===== config.mk =====
export PLATFORM = sky130hd
export DESIGN_NAME = in_ram_loader
export DESIGN_NICKNAME = d
export VERILOG_FILES = /design/src/rtl/in_ram_loader.sv
export SDC_FILE = /design/constraint.sdc
export NUM_CORES = 1
export LEC_CHECK = 0
export ABC_AREA = 1
export BUFFER_PORTS_ARGS = -buffer_cell sky130_fd_sc_hd__buf_4
export CORE_ASPECT_RATIO = 0.6
export CORE_MARGIN = 10
export CORE_UTILIZATION = 55
export CTS_CLUSTER_DIAMETER = 40
export DETAILED_ROUTE_END_ITERATION = 12
export PLACE_DENSITY_LB_ADDON = 0.1
export SLEW_MARGIN = 20
export SYNTH_ARGS = -nofsm -noshare
export SYNTH_HDL_FRONTEND = slang
export SYNTH_SLANG_ARGS = --single-unit

===== constraint.sdc =====
create_clock -name clk -period 1.65 [get_ports clk]
set_input_delay 0.33 -clock clk [delete_from_list [all_inputs] [get_ports clk]]
set_output_delay 0.33 -clock clk [all_outputs]
set_load 0.03 [all_outputs]

===== src/rtl/in_ram_loader.sv =====
// Loads the input RAM from an MSB-first bit stream. A word is written one cycle after its last bit is accepted.
// ser_ready is low in every state except SHIFT. Define IN_RAM_LOADER_PARITY_EN to expect an even-parity bit after each word.
module in_ram_loader #(
    parameter int DATA_WIDTH = 16,
    parameter int ADDR_WIDTH = 4,
    parameter int NUM_WORDS  = 16
) (
    input  logic                  clk,
    input  logic                  rst,
    input  logic                  start,
    input  logic                  ser_in,
    input  logic                  ser_valid,
    output logic                  ser_ready,
    output logic                  wr_en,
    output logic [ADDR_WIDTH-1:0] wr_addr,
    output logic [DATA_WIDTH-1:0] wr_data,
    output logic                  busy,
    output logic                  done,
    output logic                  par_err
);

`ifdef IN_RAM_LOADER_PARITY_EN
    localparam int BITS_PER_WORD = DATA_WIDTH + 1;
`else
    localparam int BITS_PER_WORD = DATA_WIDTH;
`endif
    localparam int BCW = $clog2(BITS_PER_WORD + 1);
    localparam logic [BCW-1:0]        LAST_BIT  = BCW'(BITS_PER_WORD - 1);
    localparam logic [BCW-1:0]        DATA_BITS = BCW'(DATA_WIDTH);
    localparam logic [ADDR_WIDTH-1:0] LAST_WORD = ADDR_WIDTH'(NUM_WORDS - 1);

    typedef enum logic [1:0] {
        S_IDLE,
        S_SHIFT,
        S_WRITE,
        S_DONE
    } state_t;

    state_t                state_q, state_d;
    logic [DATA_WIDTH-1:0] shreg_q, shreg_d;
    logic [BCW-1:0]        bit_cnt_q, bit_cnt_d;
    logic [ADDR_WIDTH-1:0] word_cnt_q, word_cnt_d;
    logic [ADDR_WIDTH-1:0] addr_q, addr_d;
    logic [DATA_WIDTH-1:0] data_q, data_d;

    always_ff @(posedge clk) begin
        if (rst) begin
            state_q    <= S_IDLE;
            shreg_q    <= '0;
            bit_cnt_q  <= '0;
            word_cnt_q <= '0;
            addr_q     <= '0;
            data_q     <= '0;
        end else begin
            state_q    <= state_d;
            shreg_q    <= shreg_d;
            bit_cnt_q  <= bit_cnt_d;
            word_cnt_q <= word_cnt_d;
            addr_q     <= addr_d;
            data_q     <= data_d;
        end
    end

    always_comb begin
        state_d    = state_q;
        shreg_d    = shreg_q;
        bit_cnt_d  = bit_cnt_q;
        word_cnt_d = word_cnt_q;
        addr_d     = addr_q;
        data_d     = data_q;
        ser_ready  = 1'b0;
        wr_en      = 1'b0;
        busy       = 1'b0;
        done       = 1'b0;

        case (state_q)
            S_IDLE, S_DONE: begin
                done = (state_q == S_DONE);
                if (start) begin
                    state_d    = S_SHIFT;
                    word_cnt_d = '0;
                    bit_cnt_d  = '0;
                end
            end
            S_SHIFT: begin
                ser_ready = 1'b1;
                busy      = 1'b1;
                if (ser_valid) begin
                    // A trailing parity bit is counted but never enters the data word.
                    if (bit_cnt_q < DATA_BITS) begin
                        shreg_d = {shreg_q[DATA_WIDTH-2:0], ser_in};
                    end
                    if (bit_cnt_q == LAST_BIT) begin
                        bit_cnt_d = '0;
                        state_d   = S_WRITE;
                        addr_d    = word_cnt_q;
                        data_d    = shreg_d;
                    end else begin
                        bit_cnt_d = bit_cnt_q + BCW'(1);
                    end
                end
            end
            S_WRITE: begin
                wr_en      = 1'b1;
                busy       = 1'b1;
                word_cnt_d = word_cnt_q + ADDR_WIDTH'(1);
                state_d    = (word_cnt_q == LAST_WORD) ? S_DONE : S_SHIFT;
            end
            default: state_d = S_IDLE;
        endcase
    end

    assign wr_addr = addr_q;
    assign wr_data = data_q;

`ifdef IN_RAM_LOADER_PARITY_EN
    logic par_acc_q, par_acc_d;
    logic par_err_q, par_err_d;
    logic load_start, bit_take, last_take;

    assign load_start = ((state_q == S_IDLE) || (state_q == S_DONE)) && start;
    assign bit_take   = (state_q == S_SHIFT) && ser_valid;
    assign last_take  = bit_take && (bit_cnt_q == LAST_BIT);

    // The error flag updates on the edge into WRITE so it is visible with that word's wr_en.
    always_comb begin
        par_acc_d = par_acc_q;
        par_err_d = par_err_q;
        if (load_start) begin
            par_acc_d = 1'b0;
            par_err_d = 1'b0;
        end else if (last_take) begin
            par_acc_d = 1'b0;
            par_err_d = par_err_q | (par_acc_q ^ ser_in);
        end else if (bit_take) begin
            par_acc_d = par_acc_q ^ ser_in;
        end
    end

    always_ff @(posedge clk) begin
        if (rst) begin
            par_acc_q <= 1'b0;
            par_err_q <= 1'b0;
        end else begin
            par_acc_q <= par_acc_d;
            par_err_q <= par_err_d;
        end
    end

    assign par_err = par_err_q;
`else
    assign par_err = 1'b0;
`endif

endmodule


After elaboration in Yosys (flattened, before gate mapping)
Cells that the tools add are included.
- register bits after elaboration: 47
- latch bits: 0
- output and inout port bits: 25
- bits in writable memories: 0
- memory bits (read-only): 0
- memories: 0
- word-level logic and storage cells: 43
- input bits: 5
- $lt $le $gt $ge: 1
- add/sub/neg operators: 2
- reductions and logical operators: 10
- divide/modulo/power cells: 0
- $mul: 0
- mux-type cells: 16
- shifts and indexed selects: 0
- equal/unequal tests: 8
- bitwise operators: 0
- operators with widths (kind ; number):
    $mux 16 ; 1
    $mux 5 ; 3
    $pmux 5 s2 ; 1
    $reduce_and 3->1 ; 3
    $mux 2 ; 4
    $pmux 4 s2 ; 1
    $ne 2x2->1 const B ; 3
    $pmux 2 s3 ; 1
    $add 5x1->5 const B ; 1
    $eq 5x4->1 const B ; 1
    $lt 5x5->1 const B ; 1
    $add 4x1->4 const B ; 1
    $eq 2x2->1 const B ; 2
    $eq 4x4->1 const B ; 1
    $mux 1 ; 4
    $mux 4 ; 1
    $reduce_and 2->1 ; 2
    $reduce_bool 2->1 ; 2
    $reduce_or 2->1 ; 2
    $eq 2x1->1 const B ; 1
    $logic_not 2->1 ; 1

Logic depth before layout (Yosys ltp)
- depth in word-level cells: 4
- gate-level depth with buffers: 10
- gate-level depth less buffers: 9

Worst setup path after synthesis
OpenSTA, ideal clock, no wires.
- kind: register -> register
- start: register state_q[1]
- end: register data_q[7], in the netlist wr_data[7]
- stages on the path, launching flop included: 10
- arrival: 1.500 ns
- setup time: 0.132 ns
- period minus slack after synthesis: 1.632 ns
- setup slack: 0.018 ns
- data required time: 1.518 ns
- path buffers: 2
- cells stage by stage: dfxtp_1 inv_1 ha_1 buf_2 nand2_8 inv_4 nand2_4 buf_6 nand2_1 a21oi_2
- longest elaborated chain between the ends: 2
- RTL lines (what ; line ; RTL):
    start, declared ; 39 ; state_t state_q, state_d;
    start signal, assigned ; 55 ; state_q <= state_d;
    $eq 2x1->1 ; 76 ; case (state_q)
    $reduce_and 3->1 (no line) ; - ;
    end signal, assigned ; 60 ; data_q <= data_d;
    end, declared ; 44 ; logic [DATA_WIDTH-1:0] data_q, data_d;
No other way between the ends.
A chain may end at the register's enable or synchronous reset.

Final worst setup path
- start: register state_q[1]
- end: output ser_ready
- longest elaborated chain between the ends: 2
- RTL lines (what ; line ; RTL):
    $eq 2x1->1 ; 76 ;
    $mux 1 ; 76 ;
    end, declared ; 13 ; output logic ser_ready,
No other way between the ends.

==> flow_metrics.py <==
metrics = {
    "outcome": {
        "status": "complete, no violations",
    },
    "finish": {
        "multi_input_area_um2": 1064,
        "final_common_cell": "nand2_1",
        "syn2layout_area_growth_pct": 17.93,
        "nNetsFinal": 328,
        "fillCellCount": 330,
        "regArea_um2": 944.7,
        "stdcell_area_um2": 2576,
        "utilization_pct": 68.82,
        "diodes": 0,
        "drive_gt1_share_pct": 23.58,
        "final_cells": 365,
        "final_cell_mix": "54 x nand2_1, 46 x dfxtp_1, 38 x nor2_1",
    },
    "grt": {
        "grt_pass1_wl_um": 7983,
        "grt_pass1_vias": 1653,
        "globalRouteTotalUtil_pct": 14.26,
        "grt_antenna_before_repair": 0,
        "grt_overflow": 0,
        "grt_max_degree": 30,
    },
    "placed_design": {
        "dp.cells": 356,
        "dp_slack_ns": 0.03843,
        "port_buffers": 28,
        "placed_cell_area_um2": 2451,
        "hpwlAfterDp_um": 3422,
        "gp_routability_congestion": 0.8314,
    },
    "sta": {
        "fin_skew_ns": 0.008031,
        "rsz0062_at_grt": "false",
        "tns_ns": 0,
        "hold_ws_ns": 0.2650,
        "clock.fmax_mhz": 628.7,
        "worst_slack_ns": 0.05938,
        "drv_slew": 0,
        "setup_viol": 0,
        "hold_viol_final": 0,
        "period_share_pct": 96.40,
        "period_needed_ns": 1.591,
    },
    "yosys": {
        "synth_area_per_cell_um2": 7.638,
        "netlist_area_um2": 2185,
        "ys_seq_elements": 47,
        "synth_flop_cell": "dfxtp_1",
        "seq_area_frac_synth_pct": 43.07,
        "synth_cell_types": 28,
        "synthArstFlopShare_pct": 0,
        "synth_fp_nets": 297,
        "synth-edff-count": 0,
        "yosys_warnings": 0,
        "postSynthCellCount": 286,
    },
    "worst_setup_path": {
        "cp_max_fo": 6,
        "timing.rr.start": "bit_cnt_q[1]",
        "cp-startpoint": "state_q[1]",
        "cp-start-kind": "flop",
        "r2r_cells": 6,
        "path_class": "flop to primary output",
        "end_kind": "primary output",
        "crit_arrival_ns": 1.26,
        "worstPathRequired_ns": 1.32,
    },
    "cts": {
        "path_clk_slew_ns": 0.09,
        "ctsRootBufferMaster": "clkbuf_8",
        "htree_levels": 2,
        "cts_hold_buf": 0,
        "clock_sinks": 47,
        "numCtsBuffers": 5,
        "tritoncts": "yes",
        "clk_latency_ns": 0.31,
        "clock_path_buffers": 2,
    },
    "power": {
        "power_density_nw_per_um2": 1187,
        "peakVddDrop_mv": 0.7619,
        "power_leakage_nw": 1.105,
        "power.total_mw": 3.059,
    },
    "route": {
        "wl_per_cell_um": 12.68,
        "postRouteAntennaNets": 0,
        "viasPerCell": 5.090,
        "wirelength_um": 4627,
        "vias": 1858,
        "drt_iter0_drc": 111,
        "drc_errors": 0,
        "first_pass_iters": 4,
    },
    "floorplan": {
        "rows": 17,
        "core-area_um2": 3744,
        "initial_utilization_pct": 58.36,
        "fp.dieH_um": 68.82,
        "num_io_pins": 30,
        "fp.dieW_um": 101.4,
        "dieArea_um2": 6976,
    },
    "worst_hold_path": {
        "hold_class": "primary input to flop",
        "whs_path_depth": 3,
        "hp-start": "ser_in",
    },
    "job": {
        "drv_cap": 0,
    },
}
## synth_stat cells (4+ instances only)
library cell	n	area share, %
ha_1	6	3.4
a21oi_1	23	5.3
nor2_1	38	6.5
o21ai_0	34	7.8
nand2_1	54	9.3
a21oi_2	11	4.4
buf_2	4	0.92
o21ai_1	11	2.5
nand3_1	4	0.92
inv_1	23	4.0
clkbuf_1	4	0.69
buf_6	4	2.1
dfxtp_1	47	43
## worst max-delay path: stages (launching register included)
cell,delay [ns]
dfxtp_1,0.43
inv_1,0.14
ha_4,0.22
buf_4,0.17
## sequential cells by signal, summed over array words and instances, names as in the netlist
signal / flops
shreg_q: 16
word_cnt_q: 4
wr_data: 16
state_q: 2
bit_cnt_q: 5
wr_addr: 4
## final timing paths
check                 to  slack, ns
max            ser_ready       0.06
min           wr_data[0]       0.26
max reg2reg  wr_data[12]       0.16
min reg2reg   shreg_q[6]       0.49
## layer usage
metal	up-vias	GRT usage (%)	routed length [um]
met5	-	0	0
met4	0	3.633	44
met3	5	4.960	389
met2	55	20.82	1787
met1	808	19.62	2406
li1	990	-	-
## power by group
part	internal (mW)	switching, mW
Clock	0.295	0.388
Sequential	1.26	0.115
Combinational	0.374	0.621
Total	1.93	1.12
## cells by family (layout without fill, tap and decap cells)
kind of cell	Yosys count	in the layout	synth area share, %
multiplexers	1	1	0.4582
other	1	1	0.1717
adder cells (fa/ha/maj)	6	6	3.436
AO/OA/AOI/OAI	83	83	21.42
flip-flops	47	47	43.07
buffers and inverters	41	73	9.392
AND/OR/NAND/NOR	107	107	22.05
## area by class of cell
class                   instances  area share [%]
flip-flops and latches         47           36.67
well taps                      47           2.283
repair buffers                 39           12.34
inverters                      26           3.983
clock inverters                 3          0.7771
clock buffers                   5           2.671
multi-input cells             198           41.28
## what timing repair did
| action | CTS | global route |
|---|---|---|
| setup buffers | 0 | 1 |
| endpoints found under the setup margin | 2 | 4 |
| pin swaps | 0 | 1 |
| resized for setup | 4 | 2 |
(Power assumes the default switching activity.)
